$ cat config.mk
export PLATFORM = sky130hd
export DESIGN_NAME = ad7476_spi_master
export DESIGN_NICKNAME = d
export VERILOG_FILES = /design/src/rtl/ad7476_spi_master.sv
export SDC_FILE = /design/constraint.sdc
export NUM_CORES = 1
export LEC_CHECK = 0
export BUFFER_PORTS_ARGS = -buffer_cell sky130_fd_sc_hd__buf_2
export CAP_MARGIN = 40
export CORE_MARGIN = 2
export CORE_UTILIZATION = 53
export CTS_CLUSTER_SIZE = 10
export DETAILED_ROUTE_END_ITERATION = 7
export GPL_ROUTABILITY_DRIVEN = 1
export PLACE_DENSITY = 0.81
export SLEW_MARGIN = 0
export SYNTH_ARGS = -nofsm -noshare
export SYNTH_HDL_FRONTEND = slang
export SYNTH_SLANG_ARGS = --single-unit
export TNS_END_PERCENT = 1
$ cat constraint.sdc
create_clock -name clk_i -period 6 [get_ports clk_i]
set_clock_uncertainty 0.1 [all_clocks]
set_input_delay 0.6 -clock clk_i [delete_from_list [all_inputs] [get_ports clk_i]]
set_output_delay 0.6 -clock clk_i [all_outputs]
set_load 0.005 [all_outputs]
$ cat src/rtl/ad7476_spi_master.sv
// rtl/ad7476_spi_master.sv - AD7476 SPI master: periodic trigger, 16-bit frame capture, valid/ready result.
// Optional leading-zero frame check enabled by defining ADC_LEADZERO_CHK_EN.
module ad7476_spi_master #(
   parameter int CLK_DIV  = 2,
   parameter int CS_SETUP = 4,
   parameter int QUIET    = 4
) (
   input  logic        clk_i,
   input  logic        rst_i,
   input  logic        enable_i,
   input  logic [15:0] sample_period_i,
   input  logic        clr_ovr_i,
   output logic        adc_csn_o,
   output logic        adc_sclk_o,
   input  logic        adc_sdata_i,
   output logic [11:0] sample_o,
   output logic        sample_valid_o,
   input  logic        sample_ready_i,
   output logic        overrun_o,
   output logic        frame_err_o,
   output logic        busy_o
);

   typedef enum logic [1:0] {ST_IDLE, ST_SETUP, ST_SHIFT, ST_QUIET} state_t;

   localparam logic [3:0] DIV_LAST   = 4'(CLK_DIV - 1);
   localparam logic [3:0] SETUP_LAST = 4'(CS_SETUP - 1);
   localparam logic [3:0] QUIET_LAST = 4'(QUIET - 1);
`ifdef ADC_LEADZERO_CHK_EN
   localparam int SR_W = 16;
`else
   localparam int SR_W = 12;
`endif

   state_t          state_q, state_d;
   logic [15:0]     per_cnt_q, per_cnt_d;
   logic [3:0]      cnt_q, cnt_d;
   logic [4:0]      hp_q, hp_d;
   logic            csn_q, csn_d;
   logic            sclk_q, sclk_d;
   logic [SR_W-1:0] sr_q, sr_d;
   logic [11:0]     sample_q, sample_d;
   logic            valid_q, valid_d;
   logic            ovr_q, ovr_d;
   logic [15:0]     period_last;
   logic            trig;
   logic            capture;
   logic            frame_done;
   logic            load_sample;

   // A period of 0 behaves as 1: trigger on every enabled clock.
   always_comb begin
      period_last = (sample_period_i == 16'd0) ? 16'd0 : sample_period_i - 16'd1;
      trig        = enable_i && (per_cnt_q == period_last);
      per_cnt_d   = 16'd0;
      if (enable_i && !trig) begin
         per_cnt_d = per_cnt_q + 16'd1;
      end
   end

   always_comb begin
      state_d    = state_q;
      cnt_d      = cnt_q;
      hp_d       = hp_q;
      csn_d      = csn_q;
      sclk_d     = sclk_q;
      capture    = 1'b0;
      frame_done = 1'b0;
      case (state_q)
         ST_IDLE: begin
            if (trig) begin
               state_d = ST_SETUP;
               csn_d   = 1'b0;
               cnt_d   = 4'd0;
            end
         end
         ST_SETUP: begin
            if (cnt_q == SETUP_LAST) begin
               state_d = ST_SHIFT;
               sclk_d  = 1'b0;
               capture = 1'b1;
               cnt_d   = 4'd0;
               hp_d    = 5'd0;
            end else begin
               cnt_d = cnt_q + 4'd1;
            end
         end
         ST_SHIFT: begin
            // Entry already made the first fall; 31 further toggles end on a rise.
            if (cnt_q == DIV_LAST) begin
               cnt_d = 4'd0;
               if (hp_q == 5'd31) begin
                  state_d    = ST_QUIET;
                  csn_d      = 1'b1;
                  frame_done = 1'b1;
               end else begin
                  hp_d    = hp_q + 5'd1;
                  sclk_d  = !sclk_q;
                  capture = sclk_q;
               end
            end else begin
               cnt_d = cnt_q + 4'd1;
            end
         end
         ST_QUIET: begin
            if (cnt_q == QUIET_LAST) begin
               state_d = ST_IDLE;
               cnt_d   = 4'd0;
            end else begin
               cnt_d = cnt_q + 4'd1;
            end
         end
         default: state_d = ST_IDLE;
      endcase
   end

   always_comb begin
      sr_d        = sr_q;
      sample_d    = sample_q;
      valid_d     = valid_q;
      ovr_d       = ovr_q;
      load_sample = frame_done && (!valid_q || sample_ready_i);
      if (capture) begin
         sr_d = {sr_q[SR_W-2:0], adc_sdata_i};
      end
      if (load_sample) begin
         sample_d = sr_q[11:0];
         valid_d  = 1'b1;
      end else if (valid_q && sample_ready_i) begin
         valid_d = 1'b0;
      end
      if ((trig && (state_q != ST_IDLE)) || (frame_done && valid_q && !sample_ready_i)) begin
         ovr_d = 1'b1;
      end else if (clr_ovr_i) begin
         ovr_d = 1'b0;
      end
   end

   always_ff @(posedge clk_i) begin
      if (rst_i) begin
         state_q   <= ST_IDLE;
         per_cnt_q <= 16'd0;
         cnt_q     <= 4'd0;
         hp_q      <= 5'd0;
         csn_q     <= 1'b1;
         sclk_q    <= 1'b1;
         sr_q      <= '0;
         sample_q  <= 12'd0;
         valid_q   <= 1'b0;
         ovr_q     <= 1'b0;
      end else begin
         state_q   <= state_d;
         per_cnt_q <= per_cnt_d;
         cnt_q     <= cnt_d;
         hp_q      <= hp_d;
         csn_q     <= csn_d;
         sclk_q    <= sclk_d;
         sr_q      <= sr_d;
         sample_q  <= sample_d;
         valid_q   <= valid_d;
         ovr_q     <= ovr_d;
      end
   end

`ifdef ADC_LEADZERO_CHK_EN
   logic err_q, err_d;

   always_comb begin
      err_d = err_q;
      if (load_sample) begin
         err_d = |sr_q[15:12];
      end
   end

   always_ff @(posedge clk_i) begin
      if (rst_i) begin
         err_q <= 1'b0;
      end else begin
         err_q <= err_d;
      end
   end

   assign frame_err_o = err_q;
`else
   assign frame_err_o = 1'b0;
`endif

   assign adc_csn_o      = csn_q;
   assign adc_sclk_o     = sclk_q;
   assign sample_o       = sample_q;
   assign sample_valid_o = valid_q;
   assign overrun_o      = ovr_q;
   assign busy_o         = (state_q != ST_IDLE);

endmodule

==> impl_metrics.py <==
metrics = {
    "clock_tree": {
        "cts_buffer_depth": 2,
        "numCtsBuffers": 5,
        "ctsHoldBuffers": 0,
        "cts_tree": "yes",
        "cts_setup_buffers": 0,
        "clkSinkCount": 55,
        "htreeDepth": 2,
        "root_buffer": "clkbuf_8",
        "clk_pin_slew_ns": 0.09,
        "cts_resized": 0,
        "clock_latency_ns": 0.31,
    },
    "power_and_ir_drop": {
        "irDropWorstVdd_mv": 0.133,
        "p_per_area_nw_per_um2": 203,
        "p_leak_nw": 1.36,
    },
    "worst_setup_path": {
        "cp.required_ns": 6.13,
        "crit_path_start_kind": "primary input",
        "crit_arrival_ns": 3.58,
        "rrSetupSlack_ns": 3.23,
        "crit_path_max_fanout": 10,
        "critical_path.cell_chain": "buf_2 -> or4_4 -> or3_1 -> or3_1 -> a311oi_1 -> nand4bb_1 -> nor4_4 -> o221ai_2 -> a221oi_2",
        "cpMaxStageDelayCell": "or4_4",
        "crit_top_cell": "or3_1",
        "cpPeakStageDelay_ns": 0.61,
        "crit_path_end_kind": "flop",
        "worstSetupPathType": "in -> reg",
    },
    "yosys": {
        "synth_edf_count": 0,
        "synth_fa_ha_area_share_pct": 3.89,
        "syn-num-nets": 418,
        "netlist-cell-type-count": 60,
        "syn_area_um2": 3220,
        "synth_mux_area_share_pct": 10.3,
        "async_flop_share_pct": 0,
        "synth_area_per_cell_um2": 8.33,
        "synth-main-ff-cell": "dfxtp_1",
        "synth_top_family_by_area": "simple AND/OR/NAND/NOR gates",
        "yosysWarnings": 0,
        "netlist_instances": 386,
        "synth_compound_area_share_pct": 13.6,
        "ys_seq_area_share_pct": 34.2,
        "synth_seq_cells": 55,
        "synth-xor-area-share_pct": 5.72,
        "synth-simple-area-share_pct": 27.0,
    },
    "finish": {
        "nets": 439,
        "drive_gt1_share_pct": 12.8,
        "syn2layout_area_growth_pct": 8.60,
        "fin_util_pct": 59.3,
        "num_antenna_cells": 0,
        "fillCellCount": 528,
    },
    "placement": {
        "io_buffers": 38,
        "hpwl_um": 4950,
        "gp_congestion": 0.910,
        "place_ws_ns": 2.21,
    },
    "sta": {
        "timing.hold.ws_ns": 0.395,
        "timing.fmax_mhz": 290,
        "tightestPinTransition_ns": 0.775,
        "max_slew_margin_pct": 48.2,
        "rsz0062_at_grt": "no",
        "finalSetupViolations": 0,
        "fin_tns_setup_ns": 0,
        "worst_slack_ns": 2.55,
        "finalCriticalPeriod_ns": 3.45,
        "finalCritPeriodShare_pct": 57.4,
        "finalHoldViolCount": 0,
        "drv_slew": 0,
    },
    "status": {
        "status": "finished clean",
    },
    "global_routing": {
        "track_usage_pct": 21.0,
        "grt.overflow.total": 0,
        "grt_pass1_vias": 2545,
        "grt_max_degree": 45,
        "grt_pass1_wl_um": 11200,
        "antenna_found_initial": 0,
    },
    "floorplanning": {
        "die_x_um": 81.9,
        "die_height_um": 81.9,
        "fp.dieArea_um2": 6710,
        "core-area_um2": 5890,
        "fp-row-count": 28,
        "ios": 40,
        "initial_core_util_pct": 54.6,
    },
    "drt": {
        "drt_iter0_drc": 135,
        "top_layer": "met4",
        "route.detailed.drc": 0,
        "drt-met1-wl_um": 3080,
        "ant_nets": 0,
        "wl_per_cell_um": 13.7,
        "wl_met3_um": 287,
        "met2_length_um": 3110,
        "drt-total-wl_um": 6580,
        "firstDrtPassIters": 4,
        "viasPerCell": 5.72,
        "via_count": 2756,
    },
    "hold_path": {
        "hold_class": "reg -> reg",
    },
    "flow_run": {
        "max-cap-violations": 0,
    },
}
## report_power, final
part	internal [mW]	total (mW)	leakage (nW)	switching, mW
clock network	0.122	0.235	0.0513	0.112
logic	0.0384	0.0954	0.867	0.0570
registers	0.371	0.378	0.443	0.00645
total	0.532	0.708	1.36	0.176
## cells in the final DEF (no fill, tap or decap), types with 2 or more instances in the layout
cell type	n
nand3_1	13
clkbuf_8	5
nand2_1	16
nor2b_1	4
o31ai_1	3
a22oi_1	2
o21a_1	2
or4_1	4
nor3b_1	2
a211oi_1	4
xnor2_1	11
nor2_1	63
a21oi_1	13
nand4_1	6
a2111oi_0	2
or3_1	8
nand2b_1	14
a41oi_1	2
xor2_1	10
a32o_1	2
o211a_1	2
o22ai_1	3
nor4_1	12
o21ai_0	9
and3_1	5
nor3_1	12
dfxtp_1	55
mux2i_1	32
inv_1	13
a311oi_1	3
ha_1	10
buf_2	38
## Yosys cell counts (all sizes together), types with 2 or more instances
cell     number  area share, %
nor2         63            7.4
dfxtp        55             34
mux2i        32             10
nand2        16            1.9
clkbuf       15            1.8
nand2b       14            2.7
a21oi        13            2.0
inv          13            1.5
nand3        13            2.0
nor4         13            3.0
nor3         12            1.9
xnor2        11            3.0
buf          10            1.9
ha           10            3.9
xor2         10            2.7
o21ai         9            1.4
or3           8            1.6
nand4         6            1.2
and3          5           0.97
or4           5            1.3
a211oi        4           0.93
nor2b         4           0.78
a311oi        3           0.82
nor3b         3           0.86
o22ai         3           0.58
o31ai         3           0.70
a2111oi       2           0.54
a21boi        2           0.47
a22oi         2           0.47
a32o          2           0.62
a41oi         2           0.54
o211a         2           0.62
o21a          2           0.47
## flip-flops by register name, summed over array words and instances, names as in the netlist
name / cells
sample_valid_o: 1
sample_o: 12
overrun_o: 1
adc_sclk_o: 1
sr_q: 12
hp_q: 5
adc_csn_o: 1
per_cnt_q: 16
state_q: 2
cnt_q: 4
## worst paths after layout
| kind | depth (start not counted) | from | endpoint |
|---|---|---|---|
| setup reg to reg | 8 | per_cnt_q[4] | state_q[0] |
| hold / removal | 2 | sample_o[4] | sample_o[4] |
| setup / recovery | 9 | sample_period_i[3] | state_q[0] |
| hold reg to reg | 2 | sample_o[4] | sample_o[4] |
## metal layers
layer  vias to the layer above  GRT usage, %
met5                         -             0
met2                        66          34.5
met4                         0          8.00
met1                      1263          26.9
met3                        13          4.73
li1                       1414             -
## layout make-up
type                       instances  area (um2)  area share, %
clock buffer                       6        72.6           2.08
timing repair buffer              39         198           5.66
sequential                        55        1100           31.5
tap                               75        93.8           2.69
inverter                          13        48.8           1.40
clock inverter                     1        30.0          0.860
multi-input combinational        293        1950           55.8
## critical path: cells and delay by family
kind | cells | cell delay (ns)
simple gates | 5 | 2.05
buf+inv | 1 | 0.15
compound gates | 3 | 0.77
## kinds of logic (layout without fill, tap and decap cells)
family | Yosys count | after routing
AND/OR/NAND/NOR | 168 | 168
multiplexers | 33 | 33
adder cells (fa/ha/maj) | 10 | 10
other | 1 | 1
XOR/XNOR | 21 | 21
AO/OA/AOI/OAI | 60 | 60
flip-flops | 55 | 55
buffers and inverters | 38 | 59
## through the flow
stage | instances | cell area, um2 | power, mW
finish | 482 | 3490 | 0.708
global route | 482 | 3490 | 0.742
CTS | 482 | 3490 | 0.712
detailed placement | 475 | 3390 | 0.482
global placement | 475 | 3390 | 0.478
floorplan | 386 | 3220 | 0.452
(Power assumes the default switching activity.)
